[config.mk]
export PLATFORM = sky130hd
export DESIGN_NAME = nasti_narrow_read_slave
export DESIGN_NICKNAME = d
export VERILOG_FILES = /design/src/rtl/nasti_narrow_read_slave.sv
export SDC_FILE = /design/constraint.sdc
export NUM_CORES = 1
export LEC_CHECK = 0
export ABC_AREA = 1
export CAP_MARGIN = 25
export CORE_ASPECT_RATIO = 0.8
export CORE_MARGIN = 2
export CORE_UTILIZATION = 61
export DETAILED_ROUTE_END_ITERATION = 6
export PLACE_DENSITY_LB_ADDON = 0.1
export SYNTH_ARGS = -nofsm -noshare
export SYNTH_HDL_FRONTEND = slang
export SYNTH_SLANG_ARGS = --single-unit
[constraint.sdc]
create_clock -name clk -period 3.94 [get_ports clk]
set_clock_uncertainty 0.1 [all_clocks]
set_input_delay 0.591 -clock clk [delete_from_list [all_inputs] [get_ports clk]]
set_output_delay 0.591 -clock clk [all_outputs]
set_load 0.02 [all_outputs]
[src/rtl/nasti_narrow_read_slave.sv]
// Read-only NASTI slave: queues AR bursts, walks each one against a 1-cycle synchronous memory.
// Latency: AR accept at edge N -> mem_en in cycle after N+1 -> r_valid after N+2; one beat per 2 cycles.
// Backpressure: r_ready low holds all R outputs; ar_ready drops while the AR queue is full.
module nasti_narrow_read_slave #(
    parameter int ID_WIDTH   = 1,
    parameter int ADDR_WIDTH = 8,
    parameter int DATA_WIDTH = 8,
    parameter int USER_WIDTH = 1,
    parameter int AR_DEPTH   = 2
) (
    input  logic                  clk,
    input  logic                  rst,
    input  logic [ID_WIDTH-1:0]   nasti_ar_id,
    input  logic [ADDR_WIDTH-1:0] nasti_ar_addr,
    input  logic [7:0]            nasti_ar_len,
    input  logic [2:0]            nasti_ar_size,
    input  logic [1:0]            nasti_ar_burst,
    input  logic [USER_WIDTH-1:0] nasti_ar_user,
    input  logic                  nasti_ar_valid,
    output logic                  nasti_ar_ready,
    output logic [ID_WIDTH-1:0]   nasti_r_id,
    output logic [DATA_WIDTH-1:0] nasti_r_data,
    output logic [1:0]            nasti_r_resp,
    output logic                  nasti_r_last,
    output logic [USER_WIDTH-1:0] nasti_r_user,
    output logic                  nasti_r_valid,
    input  logic                  nasti_r_ready,
    output logic                  mem_en,
    output logic [ADDR_WIDTH-1:0] mem_addr,
    input  logic [DATA_WIDTH-1:0] mem_rdata
);

    localparam int SZ_MAX = $clog2(DATA_WIDTH / 8);
    localparam int EW     = ID_WIDTH + ADDR_WIDTH + 8 + 3 + 2 + USER_WIDTH;
    localparam int PW     = (AR_DEPTH > 1) ? $clog2(AR_DEPTH) : 1;
    localparam int CW     = $clog2(AR_DEPTH + 1);

    typedef enum logic [1:0] {IDLE, FETCH, RESP} state_t;

    state_t state, state_nxt;

    // ---------------- AR queue ----------------
    logic [EW-1:0] q_mem [AR_DEPTH];
    logic [PW-1:0] wr_ptr, rd_ptr;
    logic [CW-1:0] q_cnt;
    logic          q_full, q_empty, push, pop;

    function automatic logic [PW-1:0] ptr_inc(input logic [PW-1:0] p);
        return (p == PW'(AR_DEPTH - 1)) ? '0 : p + PW'(1);
    endfunction

    // Ready comes from registered occupancy only, so a same-cycle pop never frees a slot.
    assign q_full         = (q_cnt == CW'(AR_DEPTH));
    assign q_empty        = (q_cnt == '0);
    assign nasti_ar_ready = !q_full;
    assign push           = nasti_ar_valid && !q_full;
    assign pop            = (state == IDLE) && !q_empty;

    always_ff @(posedge clk) begin
        if (push)
            q_mem[wr_ptr] <= {nasti_ar_id, nasti_ar_addr, nasti_ar_len,
                              nasti_ar_size, nasti_ar_burst, nasti_ar_user};
    end

    always_ff @(posedge clk or posedge rst) begin
        if (rst) begin
            wr_ptr <= '0;
            rd_ptr <= '0;
            q_cnt  <= '0;
        end else begin
            if (push) wr_ptr <= ptr_inc(wr_ptr);
            if (pop)  rd_ptr <= ptr_inc(rd_ptr);
            if (push && !pop)      q_cnt <= q_cnt + CW'(1);
            else if (!push && pop) q_cnt <= q_cnt - CW'(1);
        end
    end

    // ---------------- queue head decode ----------------
    logic [ID_WIDTH-1:0]   h_id;
    logic [ADDR_WIDTH-1:0] h_addr, h_mask;
    logic [7:0]            h_len;
    logic [2:0]            h_size;
    logic [1:0]            h_burst;
    logic [USER_WIDTH-1:0] h_user;
    logic                  h_err;

    assign {h_id, h_addr, h_len, h_size, h_burst, h_user} = q_mem[rd_ptr];

    always_comb begin
        h_err  = 1'b0;
        h_mask = ADDR_WIDTH'(((32'(h_len) + 32'd1) << h_size) - 32'd1);
        if (h_size > 3'(SZ_MAX))
            h_err = 1'b1;
        if (h_burst == 2'd3)
            h_err = 1'b1;
        if (h_burst == 2'd2 && !(h_len == 8'd1 || h_len == 8'd3 || h_len == 8'd7 || h_len == 8'd15))
            h_err = 1'b1;
    end

    // ---------------- burst state ----------------
    logic [ID_WIDTH-1:0]   b_id;
    logic [ADDR_WIDTH-1:0] b_addr, b_mask, b_step, b_inc, b_next;
    logic [7:0]            b_rem;
    logic [2:0]            b_size;
    logic [1:0]            b_burst;
    logic [USER_WIDTH-1:0] b_user;
    logic                  b_err;
    logic [DATA_WIDTH-1:0] data_q;
    logic                  fresh;
    logic                  r_hs, r_last_int;

    assign b_step = ADDR_WIDTH'(1) << b_size;
    assign b_inc  = b_addr + b_step;

    always_comb begin
        b_next = b_addr;
        case (b_burst)
            2'd1:    b_next = b_inc;
            2'd2:    b_next = (b_addr & ~b_mask) | (b_inc & b_mask);
            default: b_next = b_addr;
        endcase
    end

    assign r_last_int = (b_rem == 8'd0);
    assign r_hs       = (state == RESP) && nasti_r_ready;

    always_ff @(posedge clk or posedge rst) begin
        if (rst) state <= IDLE;
        else     state <= state_nxt;
    end

    always_comb begin
        state_nxt = state;
        case (state)
            IDLE:    if (!q_empty) state_nxt = FETCH;
            FETCH:   state_nxt = RESP;
            RESP:    if (r_hs) state_nxt = r_last_int ? IDLE : FETCH;
            default: state_nxt = IDLE;
        endcase
    end

    always_ff @(posedge clk or posedge rst) begin
        if (rst) begin
            b_id    <= '0;
            b_addr  <= '0;
            b_mask  <= '0;
            b_rem   <= '0;
            b_size  <= '0;
            b_burst <= '0;
            b_user  <= '0;
            b_err   <= 1'b0;
            data_q  <= '0;
            fresh   <= 1'b0;
        end else begin
            fresh <= (state == FETCH);
            if (fresh)
                data_q <= nasti_r_data;
            if (pop) begin
                b_id    <= h_id;
                b_addr  <= h_addr;
                b_mask  <= h_mask;
                b_rem   <= h_len;
                b_size  <= h_size;
                b_burst <= h_burst;
                b_user  <= h_user;
                b_err   <= h_err;
            end else if (r_hs && !r_last_int) begin
                b_rem  <= b_rem - 8'd1;
                b_addr <= b_next;
            end
        end
    end

    // Memory data is live only in the first RESP cycle; data_q holds it through back-pressure.
    assign nasti_r_data  = fresh ? (b_err ? '0 : mem_rdata) : data_q;
    assign nasti_r_valid = (state == RESP);
    assign nasti_r_last  = (state == RESP) && r_last_int;
    assign nasti_r_resp  = b_err ? 2'b10 : 2'b00;
    assign nasti_r_id    = b_id;
    assign nasti_r_user  = b_user;
    assign mem_en        = (state == FETCH) && !b_err;
    assign mem_addr      = b_addr;

endmodule
== Word level (Yosys, flattened, before mapping) ==
Memory sizes are Yosys's and may differ from the RTL's.
Index checks and enable logic that the tools add are counted.
Word-level totals
  flip-flop bits (word level): 47
  latch bits: 0
  RAM bits: 46
  bits in read-only memories: 0
  output and inout bits: 24
  logic and storage cells: 91
  memories kept: 1
Operators by class
  add/sub/neg operators: 8
  multiply operators: 0
  div/mod/pow operators: 0
  order comparisons: 1
  equality and inequality tests: 13
  shift-type cells: 2
  mux-type cells: 21
  bitwise gates (word level): 4
  reductions and logical operators: 27
Memory list
  q_mem: depth 2, width 23, rd ports 1, clocked after memory_dff 0, write ports 1, RTL line 43  | logic [EW-1:0] q_mem [AR_DEPTH];
Operator list (number)
  2-to-1 mux 8 bit: 6
  AND 8 bit: 2
  case mux 8 bit (2 select lines): 1
  subtractor 8 x 1 -> 8 bit (second input constant): 2
  == test 2 bit (second input constant): 5
  2-to-1 mux 2 bit: 5
  adder 8 x 1 -> 9 bit (second input constant): 1
  logical AND 1 bit: 9
  left shift 9 x 3 -> 8 bit: 1
  adder 8 bit: 1
  == test 8 x 1 -> 1 bit (second input constant): 1
  == test 8 x 2 -> 1 bit (second input constant): 1
  == test 8 x 3 -> 1 bit (second input constant): 1
  == test 8 x 4 -> 1 bit (second input constant): 1
  zero test 8 bit: 1
  2-to-1 mux 1 bit: 8
  NOT 8 bit: 1
  OR 8 bit: 1
  left shift 1 x 3 -> 8 bit (first input constant): 1
  zero test 1 bit: 7
  case mux 2 bit (3 select lines): 1
  == test 2 x 1 -> 1 bit (second input constant): 2
  zero test 2 bit: 2
  AND reduction 2 bit: 2
  other kinds (9): 13

== Longest topological paths before layout ==
Gate-level depths: netlist of run 1.
An unclocked memory read counts as a cell.
  word-level depth: 8
  gate-level depth with buffers: 21
  mapped depth without buffers: 20

== Worst setup path after synthesis of run 1 ==
No wires, ideal clock.
  path type: flip-flop to flip-flop
  from: register q_cnt[0]
  to: memory q_mem[1][0] (netlist name) (enable)
  data arrival time: 1.732 ns
  path slack: 1.704 ns
  cell stages (with the launch flop): 5
  period minus slack after synthesis: 2.236 ns
  cells stage by stage: dfrtp_1 inv_1 nand2_1 nand2_1 nor2_1
On the way
  longest elaborated chain between the ends: 5
Ends and longest elaborated chain
  from (decl): RTL line 45  | logic [CW-1:0] q_cnt;
  from (signal assigned): RTL line 73  | if (push && !pop) q_cnt <= q_cnt + CW'(1);
  from (signal assigned): RTL line 74  | else if (!push && pop) q_cnt <= q_cnt - CW'(1);
  == test 2 bit: RTL line 53  | assign q_full = (q_cnt == CW'(AR_DEPTH));
  zero test 1 bit
  named net nasti_ar_ready: RTL line 20  | output logic nasti_ar_ready,
  logical AND 1 bit: RTL line 56  | assign push = nasti_ar_valid && !q_full;
  2-to-1 mux 1 bit: RTL line 60  | if (push)
  2-to-1 mux 1 bit (implied by the code): RTL line 61  | q_mem[wr_ptr] <= {nasti_ar_id, nasti_ar_addr, nasti_ar_len,
  to (decl): RTL line 43
The timed path passes the listed nets, and every way through them passes these cells.

== Worst setup path in the final report of run 1 ==
  from: register b_rem[0]
  to: output nasti_r_last
On the way
  longest elaborated chain between the ends: 2
Ends and longest elaborated chain
  from (decl): RTL line 103  | logic [7:0] b_rem;
  from (signal assigned): RTL line 162  | b_rem <= h_len;
  from (signal assigned): RTL line 168  | b_rem <= b_rem - 8'd1;
  zero test 8 bit: RTL line 124  | assign r_last_int = (b_rem == 8'd0);
  logical AND 1 bit: RTL line 177  | assign nasti_r_last = (state == RESP) && r_last_int;
  to (decl): RTL line 24  | output logic nasti_r_last,
No other way between the ends.

==> results of run 1 <==
power by group through the flow:
stage | logic, W | clock network, W | registers [W]
finish | 0.00280 | 0.000668 | 0.00166
global placement | 0.00267 | 0 | 0.00166
floorplan | 0.00209 | 0 | 0.00163
CTS | 0.00278 | 0.000681 | 0.00166
global route | 0.00314 | 0.000721 | 0.00171
detailed placement | 0.00276 | 0 | 0.00168
how the worst max path moves through the flow:
| stage | start | endpoint | cells after the start |
|---|---|---|---|
| final | b_rem[0] | nasti_r_last | 7 |
| after global routing | rd_ptr | b_mask[4] | 16 |
| after CTS | b_rem[0] | nasti_r_last | 7 |
| after detailed placement | rd_ptr | b_mask[4] | 16 |
| after global placement | rd_ptr | b_mask[4] | 15 |
| after floorplan | q_cnt[0] | q_mem[1][0] | 4 |
cell families (layout without fill, tap and decap cells):
group	after synthesis	count (layout)
AND/OR/NAND/NOR	260	260
other	1	1
AO/OA/AOI/OAI	94	94
buffers and inverters	82	142
XOR/XNOR	11	11
adder cells (fa/ha/maj)	13	13
multiplexers	1	1
flip-flops	93	93
per-stage QoR:
stage	instances	utilization [%]	setup slack, ps
6_report	723	73.8	765
5_1_grt	723	73.8	520
4_1_cts	722	73.6	763
3_5_place_dp	706	70.9	949
3_3_place_gp	706	70.9	1090
2_1_floorplan	555	-	1700
cell type report:
type,count,area [um2]
Clock buffer,9,124
Clock inverter,7,86.3
Fill cell,589,2080
Inverter,64,245
Multi-Input combinational cell,380,2100
Sequential cell,93,2560
Tap cell,108,135
Timing Repair Buffer,62,621
placed cells by master, fill, tap and decap left out, types with 6 or more instances in the layout:
cell | netlist | final
ha_1 | 12 | 12
nor3_1 | 11 | 11
a21oi_1 | 22 | 22
nand2_1 | 108 | 108
a31oi_1 | 10 | 10
dfrtp_1 | 47 | 47
nand2_2 | 15 | 15
nand2_4 | 9 | 9
nor2_1 | 42 | 40
clkdlybuf4s50_1 | 0 | 57
o21ai_0 | 38 | 37
edfxtp_1 | 46 | 46
clkbuf_8 | 0 | 9
nand3_1 | 50 | 50
xor2_1 | 6 | 6
inv_1 | 57 | 56
critical path, delay by kind of cell (launching register included):
family | cells | cell delay (ps)
adders and majority gates | 1 | 210
buffers and inverters | 2 | 720
DFF | 1 | 420
and+or+nand+nor | 4 | 760
layer usage:
layer  vias to the layer above  GRT usage (%)
met4                         0           4.73
met2                       161           38.9
li1                       1978              -
met3                        11           7.37
met5                         -              0
met1                      1930           37.5
flip-flops by register name (all words and copies together) (netlist names), 2 cells and up, named ones only:
| register | count |
|---|---|
| state | 2 |
| b_burst | 2 |
| q_cnt | 2 |
| b_mask | 8 |
| b_size | 3 |
| q_mem | 46 |
| b_rem | 8 |
| data_q | 8 |
==> results.sh, run 1 <==
export IMPL_hold_violations=0
export IMPL_p_comb_share_pct=54.6
export IMPL_wirelength_mm=10.7
export IMPL_synthToLayoutAreaGrowth_pct=17.1
export IMPL_cts_tree="done"
export IMPL_cts_htree_levels=3
export IMPL_hold_class="reg2reg"
export IMPL_drtIter0Drc=376
export IMPL_power_frac_clock_pct=13.0
export IMPL_fp_coreArea_um2=7950
export IMPL_firstDrtPassIters=5
export IMPL_rsz0062_at_grt="no"
export IMPL_fmax_mhz=315
export IMPL_portBuffers=57
export IMPL_vias=4080
export IMPL_syn_inst=555
export IMPL_grt_pass1_vias=3774
export IMPL_fin_crit_sh_pct=80.6
export IMPL_crit_slowest_cell="clkdlybuf4s50_1"
export IMPL_setup_viol=0
export IMPL_cts_sinks=93
export IMPL_yosys_top_cells_area="edfxtp_1 28%, dfrtp_1 23%, nand2_1 8.1%"
export IMPL_drive_above_1_share_pct=11.9
export IMPL_cp_start_kind="flip-flop"
export IMPL_post_cts_resized=0
export IMPL_critPathMaxStageDelay_ps=640
export IMPL_intPower_w=0.00272
export IMPL_r2r_setup_slack_ps=880
export IMPL_p_per_area_nw_per_um2=874
export IMPL_p_total_w=0.00513
export IMPL_top_level_ports=59
export IMPL_max_cap_violations=0
export IMPL_cellLeakagePower_nw=2.51
export IMPL_cp_required_ps=3250
export IMPL_gp_congestion=0.923
export IMPL_synth_simple_area_share_pct=25.2
export IMPL_synthFlopType="dfrtp_1"
export IMPL_wl_met1_mm=4.98
export IMPL_synth_cell_area_um2=5010
export IMPL_post_route_min_period_ps=3180
export IMPL_yosysSeqAreaShare_pct=51.1
export IMPL_synthAdderAreaFrac_pct=3.40
export IMPL_postCtsSetupBuffers=0
export IMPL_min_to="b_mask[4]"
export IMPL_synth_top_area_share_pct=27.6
export IMPL_final_cell_area_um2=5870
export IMPL_synth_compound_area_share_pct=10.9
export IMPL_hold_buffers=0
export IMPL_power_frac_seq_pct=32.4
export IMPL_fp_dieH_um=85.0
export IMPL_numCtsBuffers=9
export IMPL_yosys_warnings=0
export IMPL_initial_core_util_pct=63.0
export IMPL_fin_nets=658
export IMPL_hold_start="b_mask[4]"
export IMPL_slew_violations=0
export IMPL_worstRegToRegCells=15
export IMPL_maxUsedRoutingLayer="met4"
export IMPL_p_sw_w=0.00241
export IMPL_tightest_slew_ps=834
export IMPL_synth_top_family_by_area="simple AND/OR/NAND/NOR gates"
export IMPL_timing_hold_ws_ps=400
export IMPL_place_area_um2=5640
export IMPL_synth_largest_area_cell="edfxtp_1"
export IMPL_worstReg2RegEnd="b_mask[4]"
export IMPL_grt_start_max_net_pins=48
export IMPL_synth_most_common_cell="nand2_1"
export IMPL_path_cells="inv_1 > ha_1 > nand4_1 > nor2_1 > nand2_1 > nor3b_1 > clkdlybuf4s50_1"
export IMPL_synth_nets=603
export IMPL_dp_hpwl_mm=7.81
export IMPL_rows=29
export IMPL_fin_setup_tns_ps=0
export IMPL_critPathKind="reg2out"
export IMPL_avgSynthCellArea_um2=9.02
export IMPL_cts_path_max_buffers=2
export IMPL_clk_pin_slew_worst_paths_ps=100
export IMPL_dieWidth_um=105
export IMPL_status="complete, no violations"
export IMPL_root_buffer="clkbuf_8"
export IMPL_end_kind="output pin"
export IMPL_synth_edff_count=46
export IMPL_synth_ff_latch_count=93
export IMPL_wire_per_inst_um=14.8
export IMPL_track_usage_pct=25.7
export IMPL_ant_nets=0
export IMPL_grt_first_pass_wirelength_mm=18.0
export IMPL_antenna_found_initial=0
export IMPL_yosys_mux_area_fraction_pct=0.200
export IMPL_antenna_cells=0
export IMPL_whs_path_depth=2
export IMPL_cp_arrival_ps=2480
export IMPL_slew_headroom_pct=44.4
export IMPL_overflow=0
export IMPL_synth_common_cells="108 x nand2_1, 57 x inv_1, 50 x nand3_1"
export IMPL_synth_xor_area_share_pct=1.92
export IMPL_avgViaCountPerCell=5.64
export IMPL_crit_fanout=6
export IMPL_async_reset_ff_share_pct=50.5
export IMPL_peakVddDrop_v=0.000396
export IMPL_r2r_start="rd_ptr"
export IMPL_drc_errors=0
export IMPL_clkLatencyLatePin_ps=370
export IMPL_synth_cell_types=44
export IMPL_dr_wl_met3_um=789
export IMPL_sw_frac_of_total_pct=46.9
export IMPL_met2_length_mm=4.86
export IMPL_die_area_um2=8960
No activity file was read; power rests on OpenSTA's default activity.
==> inputs of run 2 (changes only) <==
Settings changed: CORE_UTILIZATION 61 to 56.
Clock period 3.94 ns to 3.3 ns, I/O delays scaled along.
==> run 2 against run 1 <==
Effect of this change:
- design area increased by 0.23%
- first-iteration DRC count is 5.9% lower
- cell count grew 0.83%
- clock power grew 15%
- sequential share of layout area decreased by 0.10 points
==> results.sh, run 2 (synthesis gave the netlist of run 1 again) <==
export IMPL_grt_pass1_vias=3721
export IMPL_fp_dieH_um=88.6
export IMPL_cp_start_kind="flip-flop"
export IMPL_root_buffer="clkbuf_8"
export IMPL_cts_sinks=93
export IMPL_multi_input_area_um2=2100
export IMPL_postCtsSetupBuffers=0
export IMPL_path_buf_inv=2
export IMPL_critPathKind="reg2out"
export IMPL_fill_cells=682
export IMPL_crit_start="b_rem[0]"
export IMPL_power_frac_clock_pct=12.5
export IMPL_drive_above_1_share_pct=12.2
export IMPL_crit_fanout=6
export IMPL_r2r_start="rd_ptr"
export IMPL_cts_tree="done"
export IMPL_grt_first_pass_wirelength_mm=18.1
export IMPL_sw_frac_of_total_pct=47.7
export IMPL_p_per_area_nw_per_um2=1040
export IMPL_slew_violations=0
export IMPL_wire_per_inst_um=15.0
export IMPL_hold_buffers=0
export IMPL_pre_cts_slack_ps=626
export IMPL_tightest_slew_ps=576
export IMPL_cts_path_max_buffers=2
export IMPL_final_cell_area_um2=5880
export IMPL_top_level_ports=59
export IMPL_antenna_found_initial=0
export IMPL_wirelength_mm=10.9
export IMPL_p_sw_w=0.00292
export IMPL_clkLatencyLatePin_ps=370
export IMPL_numCtsBuffers=9
export IMPL_slew_headroom_pct=61.6
export IMPL_grt_start_max_net_pins=40
export IMPL_vias=3989
export IMPL_fmax_mhz=334
export IMPL_crit_cells=7
export IMPL_rsz0062_at_grt="no"
export IMPL_post_route_min_period_ps=2990
export IMPL_hold_class="in2async"
export IMPL_fin_crit_sh_pct=90.7
export IMPL_layout_common_cells="108 x nand2_1, 57 x clkdlybuf4s50_1, 56 x inv_1, 50 x nand3_1, 47 x dfrtp_1"
export IMPL_post_cts_resized=0
export IMPL_hold_violations=0
export IMPL_power_frac_seq_pct=31.8
export IMPL_cts_htree_levels=3
export IMPL_ant_nets=0
export IMPL_synthToLayoutAreaGrowth_pct=17.4
export IMPL_cellLeakagePower_nw=2.52
export IMPL_max_cap_violations=0
export IMPL_status="complete, no violations"
export IMPL_gp_congestion=0.945
export IMPL_setup_viol=0
export IMPL_antenna_cells=0
export IMPL_fin_setup_tns_ps=0
export IMPL_peakVddDrop_v=0.000450
export IMPL_clk_pin_slew_worst_paths_ps=100
export IMPL_place_area_um2=5680
export IMPL_cp_required_ps=2700
export IMPL_largest_register_ffs=46
export IMPL_p_comb_share_pct=55.6
export IMPL_crit_slowest_cell="clkdlybuf4s50_1"
export IMPL_intPower_w=0.00320
export IMPL_regMostFlops="q_mem"
export IMPL_layout_area_seq_um2=2560
export IMPL_drc_errors=0
export IMPL_cp_top_family="simple AND/OR/NAND/NOR gates"
export IMPL_cp_arrival_ps=2400
export IMPL_die_area_um2=9720
export IMPL_critPathMaxStageDelay_ps=630
export IMPL_end_kind="output pin"
export IMPL_fp_coreArea_um2=8600
export IMPL_drtIter0Drc=354
export IMPL_p_total_w=0.00612
export IMPL_dp_hpwl_mm=8.00
export IMPL_firstDrtPassIters=5
export IMPL_portBuffers=57
export IMPL_final_common_cell="nand2_1"
export IMPL_track_usage_pct=24.4
export IMPL_avgViaCountPerCell=5.47
export IMPL_initial_core_util_pct=58.3
export IMPL_dieWidth_um=110
export IMPL_fin_nets=660
export IMPL_overflow=0
export IMPL_rows=30
export IMPL_path_cells="inv_1 > ha_1 > nand4_1 > nor2_1 > nand2_1 > nor3b_1 > clkdlybuf4s50_1"
export IMPL_finalWorstSetupSlack_ps=307
export IMPL_worstRegToRegCells=16
[run 2: worst paths after layout]
path | endpoint | slack, ps
worst max register to register | b_mask[4] | 570
worst min-delay path | data_q[6] | 280
worst max-delay path | nasti_r_last | 310
min in group clk | b_mask[1] | 390
worst min register to register | b_mask[1] | 390
max in group asynchronous | b_mask[5] | 2320
[run 2: cell type report]
type / instances / area share [%]
Timing Repair Buffer: 64 / 10.8
Multi-Input combinational cell: 380 / 35.7
Clock buffer: 9 / 2.11
Tap cell: 112 / 2.38
Sequential cell: 93 / 43.5
Inverter: 64 / 4.17
Clock inverter: 7 / 1.36
[run 2: per-layer routing]
metal  wire (um)  vias to the layer above  track usage (%)
met4         197                        0             7.59
met1        5320                     1855             37.3
met2        4720                      135             35.3
met3         679                       23             4.86
met5           0                        -                0
li1            -                     1976                -
[run 2: power groups by stage]
stage	combinational (W)	clock (W)	sequential, W
5_1_grt	0.00383	0.000833	0.00200
4_1_cts	0.00338	0.000782	0.00195
3_5_place_dp	0.00336	0	0.00198
3_3_place_gp	0.00329	0	0.00196
2_1_floorplan	0.00249	0	0.00195
6_report	0.00341	0.000768	0.00195
[run 2: stage by stage]
step,util [%],hold WS [ps],std cells
5_1_grt,68.4,302,729
3_3_place_gp,65.8,367,712
3_5_place_dp,66.0,373,713
2_1_floorplan,-,348,555
4_1_cts,68.4,285,729
6_report,68.4,284,729
==> inputs of run 3 (changes only) <==
Settings changed: CORE_UTILIZATION 56 to 40.
==> run 3 against run 2 <==
Effect of this change:
- die area increased by 38%
- setup slack got worse by 61 ps
- design area increased by 3.2%
- largest power group unchanged
==> results.sh, run 3 (synthesis gave the netlist of run 1 again) <==
export IMPL_status="complete, no violations"
export IMPL_track_usage_pct=17.7
export IMPL_ant_nets=0
export IMPL_p_total_w=0.00641
export IMPL_gp_congestion=0.864
export IMPL_peakVddDrop_v=0.000375
export IMPL_max_cap_violations=0
export IMPL_critPathMaxStageDelay_ps=650
export IMPL_cts_path_max_buffers=2
export IMPL_overflow=0
export IMPL_layout_common_cells="108 x nand2_1, 57 x clkdlybuf4s50_1, 56 x inv_1, 50 x nand3_1, 47 x dfrtp_1"
export IMPL_antenna_cells=0
export IMPL_wirelength_mm=11.2
export IMPL_synthToLayoutAreaGrowth_pct=21.1
export IMPL_tightest_slew_ps=565
export IMPL_crit_fanout=6
export IMPL_setup_viol=0
export IMPL_postCtsSetupBuffers=0
export IMPL_fmax_mhz=328
export IMPL_fin_crit_sh_pct=92.5
export IMPL_initial_core_util_pct=41.0
export IMPL_fp_dieH_um=104
export IMPL_cts_htree_levels=3
export IMPL_firstDrtPassIters=5
export IMPL_cp_required_ps=2700
export IMPL_antenna_found_initial=0
export IMPL_end_kind="output pin"
export IMPL_cts_sinks=93
export IMPL_critPathKind="reg2out"
export IMPL_sw_frac_of_total_pct=45.1
export IMPL_cellLeakagePower_nw=2.57
export IMPL_fp_coreArea_um2=12200
export IMPL_clkLatencyLatePin_ps=350
export IMPL_hold_violations=0
export IMPL_root_buffer="clkbuf_16"
export IMPL_hold_class="reg2reg"
export IMPL_rsz0062_at_grt="no"
export IMPL_dp_hpwl_mm=8.29
export IMPL_hold_buffers=0
export IMPL_drive_above_1_share_pct=12.3
export IMPL_p_comb_share_pct=52.8
export IMPL_slew_violations=0
export IMPL_dieWidth_um=129
export IMPL_path_cells="inv_1 > ha_1 > nand4_1 > nor2_1 > nand2_1 > nor3b_1 > clkdlybuf4s50_1"
export IMPL_largest_register_ffs=46
export IMPL_rows=36
export IMPL_cts_tree="done"
export IMPL_slew_headroom_pct=62.4
export IMPL_wire_per_inst_um=14.2
export IMPL_post_route_min_period_ps=3050
export IMPL_power_frac_clock_pct=16.6
export IMPL_drtIter0Drc=229
export IMPL_intPower_w=0.00352
export IMPL_portBuffers=57
export IMPL_final_common_cell="nand2_1"
export IMPL_grt_pass1_vias=3686
export IMPL_regMostFlops="q_mem"
export IMPL_numCtsBuffers=9
export IMPL_die_area_um2=13400
export IMPL_fin_nets=661
export IMPL_top_level_ports=59
export IMPL_p_per_area_nw_per_um2=1060
export IMPL_crit_slowest_cell="clkdlybuf4s50_1"
export IMPL_p_sw_w=0.00289
export IMPL_fin_setup_tns_ps=0
export IMPL_vias=3865
export IMPL_cp_arrival_ps=2460
export IMPL_power_frac_seq_pct=30.6
export IMPL_cp_start_kind="flip-flop"
export IMPL_clk_pin_slew_worst_paths_ps=70
export IMPL_post_cts_resized=0
export IMPL_grt_first_pass_wirelength_mm=18.5
export IMPL_drc_errors=0
export IMPL_avgViaCountPerCell=4.90
export IMPL_timing_hold_ws_ps=385
export IMPL_grt_start_max_net_pins=40
[run 3: changes by cell type in the layout (fill, tap and decap cells not counted)]
cell / before / now
buf_4: 6 / 7
bufinv_16: 0 / 1
clkbuf_16: 0 / 9
clkbuf_8: 9 / 1
clkinv_4: 0 / 2
clkinv_8: 2 / 0
clkinvlp_4: 1 / 2
inv_6: 3 / 2
inv_8: 2 / 0
[run 3: per-stage QoR]
| stage | std cells | cell area [um2] | setup WS [ps] | util [%] |
|---|---|---|---|---|
| floorplan | 555 | 5010 | 1060 | - |
| finish | 789 | 6070 | 247 | 49.7 |
| global route | 789 | 6070 | 106 | 49.7 |
| CTS | 789 | 6070 | 252 | 49.7 |
| global placement | 772 | 5740 | 566 | 47.0 |
| detailed placement | 773 | 5760 | 600 | 47.2 |
[run 3: worst paths after layout]
kind	slack [ps]	cells after the start	end	startpoint
max in group asynchronous	2170	3	b_mask[2]	rst
worst min register to register	390	2	b_mask[1]	b_mask[1]
worst max-delay path	250	7	nasti_r_last	b_rem[0]
worst max register to register	660	14	b_mask[7]	rd_ptr
worst min-delay path	390	2	b_mask[1]	b_mask[1]
min in group asynchronous	400	2	wr_ptr	rst
[run 3: worst max-delay path: cells and delay by family (launching register included)]
family                     cells  cell delay (ps)
adders and majority gates      1              190
buffers and inverters          2              750
DFF                            1              420
and+or+nand+nor                4              740
[run 3: final cells by class]
cell class              count  area, um2
fillers                  1139       6140
flip-flops and latches     93       2560
multi-input cells         380       2100
repair buffers             65        643
inverters                  64        245
clock buffers              10        239
well taps                 171        214
clock inverters             6       71.3
[run 3: metal layers]
layer	wire [um]	global-route usage, %	vias to the layer above
met4	76	5.12	0
li1	-	-	1980
met1	5750	26.4	1794
met2	4670	24.7	84
met3	712	5.20	7
met5	0	0	-
[run 3: power by group through the flow]
stage               registers [W]  logic (W)  clock network [W]
floorplan                 0.00195    0.00249                  0
global placement          0.00198    0.00335                  0
detailed placement        0.00198    0.00338                  0
CTS                       0.00196    0.00340            0.00109
global route              0.00202    0.00381            0.00114
finish                    0.00196    0.00338            0.00106
